==> src/rtl/ysyx_23060191_mem_arbiter_pkg.sv <==
// Shared types for the IFU/LSU data-memory arbiter: FSM states, owner
// encoding and the watchdog counter sizing helper.
package ysyx_23060191_mem_arbiter_pkg;

    localparam int CPU_WIDTH = 32;

    typedef enum logic [1:0] {
        ARB_IDLE = 2'd0,
        ARB_REQ  = 2'd1,
        ARB_WAIT = 2'd2
    } arb_state_e;

    typedef enum logic {
        OWN_IFU = 1'b0,
        OWN_LSU = 1'b1
    } owner_e;

    // Watchdog counter width; a disabled watchdog still needs a 1-bit vector.
    function automatic int cnt_width(input int timeout_cyc);
        return (timeout_cyc > 0) ? $clog2(timeout_cyc + 1) : 1;
    endfunction

endpackage

==> src/rtl/ysyx_23060191_mem_arbiter_rr_pick.sv <==
// Two-way round-robin picker: a lone requester wins outright, a tie goes to
// the side that was not granted last. Output is one-hot, [0]=IFU, [1]=LSU.
module ysyx_23060191_rr_pick
    import ysyx_23060191_mem_arbiter_pkg::*;
(
    input  logic       ifu_valid,
    input  logic       lsu_valid,
    input  owner_e     last_grant,
    output logic [1:0] grant
);

    // Select the winner from the current valids and the previous grant.
    always_comb begin
        // NOTE: assign a default before any branch so no path can infer a latch.
        grant = 2'b00;
        if (ifu_valid && lsu_valid) begin
            grant = (last_grant == OWN_IFU) ? 2'b10 : 2'b01;
        end else if (ifu_valid) begin
            grant = 2'b01;
        end else if (lsu_valid) begin
            grant = 2'b10;
        end
    end

endmodule

==> src/rtl/ysyx_23060191_mem_arbiter.sv <==
// Shares the single data-memory port between IFU fetches and LSU loads/stores.
// One outstanding transaction: IDLE grants and latches the payload, REQ holds
// it until the memory accepts, WAIT forwards the response (or a watchdog error).
module ysyx_23060191_mem_arbiter
    import ysyx_23060191_mem_arbiter_pkg::*;
#(
    parameter int ADDR_W      = CPU_WIDTH,
    parameter int DATA_W      = CPU_WIDTH,
    parameter int TIMEOUT_CYC = 1024
) (
    input  logic                clk,
    input  logic                rst,
    // IFU side
    input  logic                ifu_req_valid,
    output logic                ifu_req_ready,
    input  logic [ADDR_W-1:0]   ifu_addr,
    output logic                ifu_resp_valid,
    output logic [DATA_W-1:0]   ifu_rdata,
    output logic                ifu_err,
    // LSU side
    input  logic                lsu_req_valid,
    output logic                lsu_req_ready,
    input  logic [ADDR_W-1:0]   lsu_addr,
    input  logic                lsu_wen,
    input  logic [DATA_W-1:0]   lsu_wdata,
    input  logic [DATA_W/8-1:0] lsu_wmask,
    output logic                lsu_resp_valid,
    output logic [DATA_W-1:0]   lsu_rdata,
    output logic                lsu_err,
    // memory side
    output logic                mem_req_valid,
    input  logic                mem_req_ready,
    output logic [ADDR_W-1:0]   mem_addr,
    output logic                mem_wen,
    output logic [DATA_W-1:0]   mem_wdata,
    output logic [DATA_W/8-1:0] mem_wmask,
    input  logic                mem_resp_valid,
    input  logic [DATA_W-1:0]   mem_rdata
);

    localparam int               CNT_W    = cnt_width(TIMEOUT_CYC);
    localparam bit               WDOG_EN  = (TIMEOUT_CYC > 0);
    localparam logic [CNT_W-1:0] CNT_LAST = CNT_W'(TIMEOUT_CYC - 1);

    arb_state_e          state_q, state_d;
    owner_e              owner_q, owner_d;
    owner_e              last_grant_q, last_grant_d;
    logic [ADDR_W-1:0]   mem_addr_q, mem_addr_d;
    logic                mem_wen_q, mem_wen_d;
    logic [DATA_W-1:0]   mem_wdata_q, mem_wdata_d;
    logic [DATA_W/8-1:0] mem_wmask_q, mem_wmask_d;
    logic [CNT_W-1:0]    cnt_q, cnt_d;

    logic [1:0]          grant;
    logic                resp_fire;
    logic                resp_err;
    logic                timeout_hit;

    ysyx_23060191_rr_pick u_rr_pick (
        .ifu_valid  (ifu_req_valid),
        .lsu_valid  (lsu_req_valid),
        .last_grant (last_grant_q),
        .grant      (grant)
    );

    assign timeout_hit = WDOG_EN && (cnt_q == CNT_LAST);

    // Next-state, payload capture, handshakes and watchdog counting.
    always_comb begin
        state_d       = state_q;
        owner_d       = owner_q;
        last_grant_d  = last_grant_q;
        mem_addr_d    = mem_addr_q;
        mem_wen_d     = mem_wen_q;
        mem_wdata_d   = mem_wdata_q;
        mem_wmask_d   = mem_wmask_q;
        cnt_d         = cnt_q;
        ifu_req_ready = 1'b0;
        lsu_req_ready = 1'b0;
        mem_req_valid = 1'b0;
        resp_fire     = 1'b0;
        resp_err      = 1'b0;

        case (state_q)
            ARB_IDLE: begin
                if (grant[0]) begin
                    // Fetches are always reads: force an empty write.
                    ifu_req_ready = 1'b1;
                    mem_addr_d    = ifu_addr;
                    mem_wen_d     = 1'b0;
                    mem_wdata_d   = '0;
                    mem_wmask_d   = '0;
                    owner_d       = OWN_IFU;
                    last_grant_d  = OWN_IFU;
                    state_d       = ARB_REQ;
                end else if (grant[1]) begin
                    lsu_req_ready = 1'b1;
                    mem_addr_d    = lsu_addr;
                    mem_wen_d     = lsu_wen;
                    mem_wdata_d   = lsu_wdata;
                    mem_wmask_d   = lsu_wmask;
                    owner_d       = OWN_LSU;
                    last_grant_d  = OWN_LSU;
                    state_d       = ARB_REQ;
                end
            end
            ARB_REQ: begin
                mem_req_valid = 1'b1;
                if (mem_req_ready) begin
                    cnt_d   = '0;
                    state_d = ARB_WAIT;
                end
            end
            ARB_WAIT: begin
                // A real response wins over a watchdog expiry in the same cycle.
                if (mem_resp_valid) begin
                    resp_fire = 1'b1;
                    state_d   = ARB_IDLE;
                end else if (timeout_hit) begin
                    resp_fire = 1'b1;
                    resp_err  = 1'b1;
                    state_d   = ARB_IDLE;
                end else if (WDOG_EN) begin
                    cnt_d = cnt_q + CNT_W'(1);
                end
            end
            default: state_d = ARB_IDLE;
        endcase
    end

    // State, owner, payload and watchdog registers with synchronous reset.
    always_ff @(posedge clk) begin
        // NOTE: non-blocking assignments so every flop samples pre-edge values.
        if (rst) begin
            state_q      <= ARB_IDLE;
            owner_q      <= OWN_LSU;
            last_grant_q <= OWN_LSU;
            mem_addr_q   <= '0;
            mem_wen_q    <= 1'b0;
            mem_wdata_q  <= '0;
            mem_wmask_q  <= '0;
            cnt_q        <= '0;
        end else begin
            state_q      <= state_d;
            owner_q      <= owner_d;
            last_grant_q <= last_grant_d;
            mem_addr_q   <= mem_addr_d;
            mem_wen_q    <= mem_wen_d;
            mem_wdata_q  <= mem_wdata_d;
            mem_wmask_q  <= mem_wmask_d;
            cnt_q        <= cnt_d;
        end
    end

    assign mem_addr  = mem_addr_q;
    assign mem_wen   = mem_wen_q;
    assign mem_wdata = mem_wdata_q;
    assign mem_wmask = mem_wmask_q;

    // Response demux: pulse only the owner; read data is zeroed on an error.
    assign ifu_resp_valid = resp_fire && (owner_q == OWN_IFU);
    assign lsu_resp_valid = resp_fire && (owner_q == OWN_LSU);
    assign ifu_err        = ifu_resp_valid && resp_err;
    assign lsu_err        = lsu_resp_valid && resp_err;
    assign ifu_rdata      = (ifu_resp_valid && !resp_err) ? mem_rdata : '0;
    assign lsu_rdata      = (lsu_resp_valid && !resp_err) ? mem_rdata : '0;

endmodule

==> config.mk <==
export PLATFORM = sky130hd
export DESIGN_NAME = ysyx_23060191_mem_arbiter
export DESIGN_NICKNAME = d
export VERILOG_FILES = /design/src/rtl/ysyx_23060191_mem_arbiter_pkg.sv /design/src/rtl/ysyx_23060191_mem_arbiter_rr_pick.sv /design/src/rtl/ysyx_23060191_mem_arbiter.sv
export SDC_FILE = /design/constraint.sdc
export NUM_CORES = 1
export LEC_CHECK = 0
export ABC_AREA = 1
export CAP_MARGIN = 20
export CORE_MARGIN = 10
export CORE_UTILIZATION = 55
export DETAILED_ROUTE_END_ITERATION = 8
export DONT_BUFFER_PORTS = 1
export PLACE_DENSITY = 0.7
export SLEW_MARGIN = 25
export SYNTH_ARGS = -nofsm -noshare
export SYNTH_HDL_FRONTEND = slang
export SYNTH_SLANG_ARGS = --single-unit
==> constraint.sdc <==
create_clock -name clk -period 2.76 [get_ports clk]
set_input_delay 0.276 -clock clk [delete_from_list [all_inputs] [get_ports clk]]
set_output_delay 0.276 -clock clk [all_outputs]
set_load 0.03 [all_outputs]
======== Word level (Yosys, flattened, before mapping) ========
Cells that the tools add are included.
Widths: inputs -> output; s select.
word-level totals
  logic and storage cells ................. 68
  bits in registers ....................... 83
  input bits .............................. 139
operators by class
  reduce and logical (&&, ||, !) cells .... 14
  bitwise gates (word level) .............. 1
  mux-type cells .......................... 37
  equal/unequal tests ..................... 8
  add/subtract/negate cells ............... 1
operator list
  cell                   number
  $mux 32                6
  $mux 11                3
  $pmux 11 s2            1
  $mux 2                 9
  $mux 1                 15
  $add 11x1->11 const B  1
  $eq 11x10->1 const B   1
  $mux 4                 2
  $logic_and 1x1->1      7
  $ne 2x2->1 const B     3
  $ne 3x3->1 const B     2
  $pmux 2 s3             1
  $reduce_and 4->1       1
  $reduce_bool 2->1      2
  $reduce_and 3->1       1
  $eq 2x1->1 const B     1
  $eq 2x2->1 const B     1
  $logic_not 2->1        1
  $reduce_and 2->1       1
  $logic_not 1->1        1
  $not 1->1              1

======== Longest topological paths before layout ========
  word-level depth ........................ 7
  depth in mapped cells ................... 10
  gate-level depth less buffers ........... 9

======== Hierarchy ========
A second synthesis with hierarchy kept.
unflattened totals
  cell total of the unflattened synthesis .. 580
  area, all modules ....................... 3861.2 um^2
modules (own cells, without submodules)
  module                     instances  cells each  area an instance (um^2)  sequential area each (um^2)
  ysyx_23060191_mem_arbiter  1          575         3839.9                   1661.6
  ysyx_23060191_rr_pick      1          5           21.3                     0.0

======== Least setup slack after synthesis ========
Ideal clock, no wire load.
  path type ............................... register -> output
  from .................................... reg cnt_q[0]
  to ...................................... out ifu_resp_valid
  required time ........................... 2.484 ns
  stages on the path, launching flop included .. 8
  path slack .............................. 1.046 ns
  buffers on the path ..................... 0
  arrival time ............................ 1.438 ns
  cell sequence ........................... dfxtp_1 -> ha_1 -> nand2_2 -> nor2_4 -> nand3_1 -> inv_1 -> o21ai_0 -> nor2_1
between the ends
  longest elaborated chain between the ends .. 5
ends and longest elaborated chain
  what                    RTL line                          text
  start, declared         ysyx_23060191_mem_arbiter.sv:52   logic [CNT_W-1:0] cnt_q, cnt_d;
  start signal, assigned  ysyx_23060191_mem_arbiter.sv:151  cnt_q <= cnt_d;
  $eq 11x10->1            ysyx_23060191_mem_arbiter.sv:66   assign timeout_hit = WDOG_EN && (cnt_q == CNT_LAST);
  $mux 1                  ysyx_23060191_mem_arbiter.sv:119  end else if (timeout_hit) begin
  $mux 1                  ysyx_23060191_mem_arbiter.sv:116  if (mem_resp_valid) begin
  $mux 1                  ysyx_23060191_mem_arbiter.sv:84   case (state_q)
  $logic_and 1x1->1       ysyx_23060191_mem_arbiter.sv:161  assign ifu_resp_valid = resp_fire && (owner_q == OWN_IFU);
  end, declared           ysyx_23060191_mem_arbiter.sv:17   output logic ifu_resp_valid,
Every way passes these cells.

======== Final worst setup path ========
Ends and elaborated chain as after synthesis.

==> results.tsv <==
stage	metric	value	unit
status	status	complete, no violations	
worst_setup_path	critical_path.max_fanout	4	
floorplan	die_w	109	um
final_layout	final_nets	799	
sta	timing.final.crit_period	2.34	ns
floorplan	die-area	11900	um^2
logic_synthesis	yosysMostFrequentCell	nand2_1	
sta	max_freq	427	MHz
cts	max-clock-path-buffers	2	
worst_setup_path	path_class	reg2out	
logic_synthesis	netlist.area_leader.share	37.9	%
logic_synthesis	synth_nets	754	
route	firstDrtPassIters	6	
worst_setup_path	slowest_stage	nor2_1	
worst_setup_path	start_kind	register	
place	numPortBuffers	0	
logic_synthesis	synth_cell_types	28	
sta	fin_crit_sh	84.8	%
worst_setup_path	worstPathArrival	2.06	ns
route	route.met3.wl	1.30	mm
sta	finClkSkew	0.0174	ns
cts	cts_resized	0	
route	via_per_inst	5.32	
run	drv_cap	0	
route	ant_nets	0	
final_layout	area_growth_syn_to_layout	15.9	%
place	place_area	4840	um^2
worst_setup_path	cp-end-kind	output pin	
cts	clock_sinks	83	
logic_synthesis	ys_top_cells_by_area	dfxtp_1 38%, nand2_1 12%, nor2_1 8.2%	
logic_synthesis	synth_cells	614	
worst_setup_path	cp_cell_sequence	ha_1 > nand2_2 > nor2_4 > nand3_1 > inv_1 > o21ai_0 > nor2_1	
power	p_per_area	602	nW/um^2
logic_synthesis	synth_edf_count	0	
global_route	grt_usage	21.5	%
logic_synthesis	yosysTopAreaCell	dfxtp_1	
route	vias	4076	
final_layout	drive_above_1_share	28.0	%
cts	cts_root_buf	clkbuf_8	
place	gp_congestion	0.848	
global_route	antenna_found_initial	0	
route	post_drt_wl_per_cell	18.4	um
sta	finalHoldViolCount	0	
final_layout	fill_cells	680	
power	cellLeakagePower	2.43	nW
floorplan	start_util	56.7	%
place	pre_cts_ws	0.519	ns
sta	rsz0062_at_grt	no	
sta	maxSlewHeadroom	53.2	%
floorplan	std_cell_rows	32	
sta	worst_pin_slew	0.699	ns
cts	clk_pin_slew_worst_paths	0.10	ns
route	highest_layer	met4	
worst_setup_path	path_delay_family	simple AND/OR/NAND/NOR gates	
logic_synthesis	synth_flop_cell	dfxtp_1	
worst_setup_path	slowest_delay	0.54	ns
route	routed_wirelength	14.1	mm
final_layout	final_area	5080	um^2
logic_synthesis	synth_area	4380	um^2
sta	layout_setup_ws	0.419	ns
worst_setup_path	critical_path_buf_inv_count	1	
global_route	grt_pass1_vias	3891	
logic_synthesis	synth-async-reset-ratio	0	%
final_layout	diodes	0	
worst_setup_path	cp.required	2.48	ns
logic_synthesis	syn_area_per_cell	7.14	um^2
cts	cts_tree	built	
global_route	grt_pass1_wl	20.5	mm
power	ir_drop	0.360	mV
floorplan	core	7730	um^2
hold_path	holdCritPathClass	in2reg	
global_route	grt_start_max_net_pins	43	
cts	cts_made_buffers	9	
floorplan	num_io_pins	279	
logic_synthesis	ys_ff_latch	83	
route	wl_met1	5.12	mm
cts	clk_latency	0.35	ns
sta	setup_viol	0	
route	drc	0	
floorplan	dieHeight	109	um
sta	slew_violations	0	
sta	setup_tns	0	ns
logic_synthesis	ys.warnings.count	0	
route	wl_met2	7.37	mm
place	dp_hpwl	11.2	mm
logic_synthesis	yosys-top-cells-count	142 x nand2_1, 96 x nor2_1, 83 x dfxtp_1	
global_route	grt_overflow_total	0	
cts	h-tree-depth	3	
logic_synthesis	seq_area_frac_synth	37.9	%
route	drtIter0Drc	225	
-- flip-flops by register name, indices dropped and copies added, names as in the netlist --
signal / cells
mem_wen: 1
mem_wmask: 4
cnt_q: 11
mem_addr: 32
state_q: 2
last_grant_q: 1
mem_wdata: 32
-- cell type report --
| type | instances | area, um^2 | share of cell area [%] |
|---|---|---|---|
| multi-input combinational | 407 | 2160 | 42.6 |
| clock buffer | 10 | 138 | 2.71 |
| clock inverter | 6 | 77.6 | 1.53 |
| inverter | 84 | 315 | 6.21 |
| sequential | 83 | 1660 | 32.7 |
| tap | 102 | 128 | 2.51 |
| timing repair buffer | 74 | 593 | 11.7 |
-- layer usage --
layer  track usage (%)  vias up
met1              22.6     1874
met4              6.88        0
met5                 0        -
li1                  -     2021
met3              8.73       23
met2              38.3      158
-- through the flow --
| stage | util, % | cells | total power [mW] | hold WS (ns) |
|---|---|---|---|---|
| 4_1_cts | 65.7 | 766 | 3.09 | 0.0425 |
| 2_1_floorplan | - | 614 | 2.07 | 0.423 |
| 3_3_place_gp | 62.7 | 749 | 2.12 | 0.350 |
| 6_report | 65.7 | 766 | 3.06 | 0.0593 |
| 3_5_place_dp | 62.7 | 749 | 2.15 | 0.353 |
| 5_1_grt | 65.7 | 766 | 3.21 | 0.0402 |
-- power breakdown --
group	switching, mW	internal (mW)
combinational	0.353	0.187
sequential	0.282	1.30
clock	0.470	0.462
total	1.11	1.95
-- final timing paths --
check | cells past startpoint | endpoint | slack [ns] | start
max | 7 | ifu_resp_valid | 0.42 | cnt_q[0]
min | 2 | mem_wdata[5] | 0.06 | lsu_wdata[5]
max reg2reg | 7 | mem_wmask[1] | 0.52 | last_grant_q
min reg2reg | 2 | cnt_q[5] | 0.48 | cnt_q[5]
-- cells in the final DEF (no fill, tap or decap), types with 2 or more instances in the layout --
cell	netlist	final
buf_4	4	71
inv_8	0	2
inv_6	0	2
nor2_1	96	96
nand2_2	2	2
o211ai_2	28	28
clkbuf_8	0	10
inv_1	53	53
nand2_1	142	142
nand3_2	29	29
inv_2	31	31
nand2_4	3	3
nand3_1	44	44
buf_12	0	3
o21ai_0	3	3
a21oi_1	46	46
o211ai_1	5	5
dfxtp_1	83	83
-- cell families after synthesis --
family	after synthesis	share of synthesized area (%)
adder cells (fa/ha/maj)	1	0.286
AND/OR/NAND/NOR	322	34.1
XOR/XNOR	1	0.200
AO/OA/AOI/OAI	83	14.8
flip-flops	83	37.9
buffers and inverters	124	12.7
-- worst register-to-register path, stage by stage, from the launching register on --
cell and delay, ns:
dfxtp_1 0.42, inv_2 0.10, nand2_4 0.28, nand2_4 0.09
o21ai_4 0.54, inv_2 0.45, nand2_1 0.18, a21oi_1 0.08
-- repair_timing --
item                      CTS  global route
hold buffers                1             0
setup buffers               0             0
hold endpoints to repair   42             0
Power figures use the tool's default switching activity.
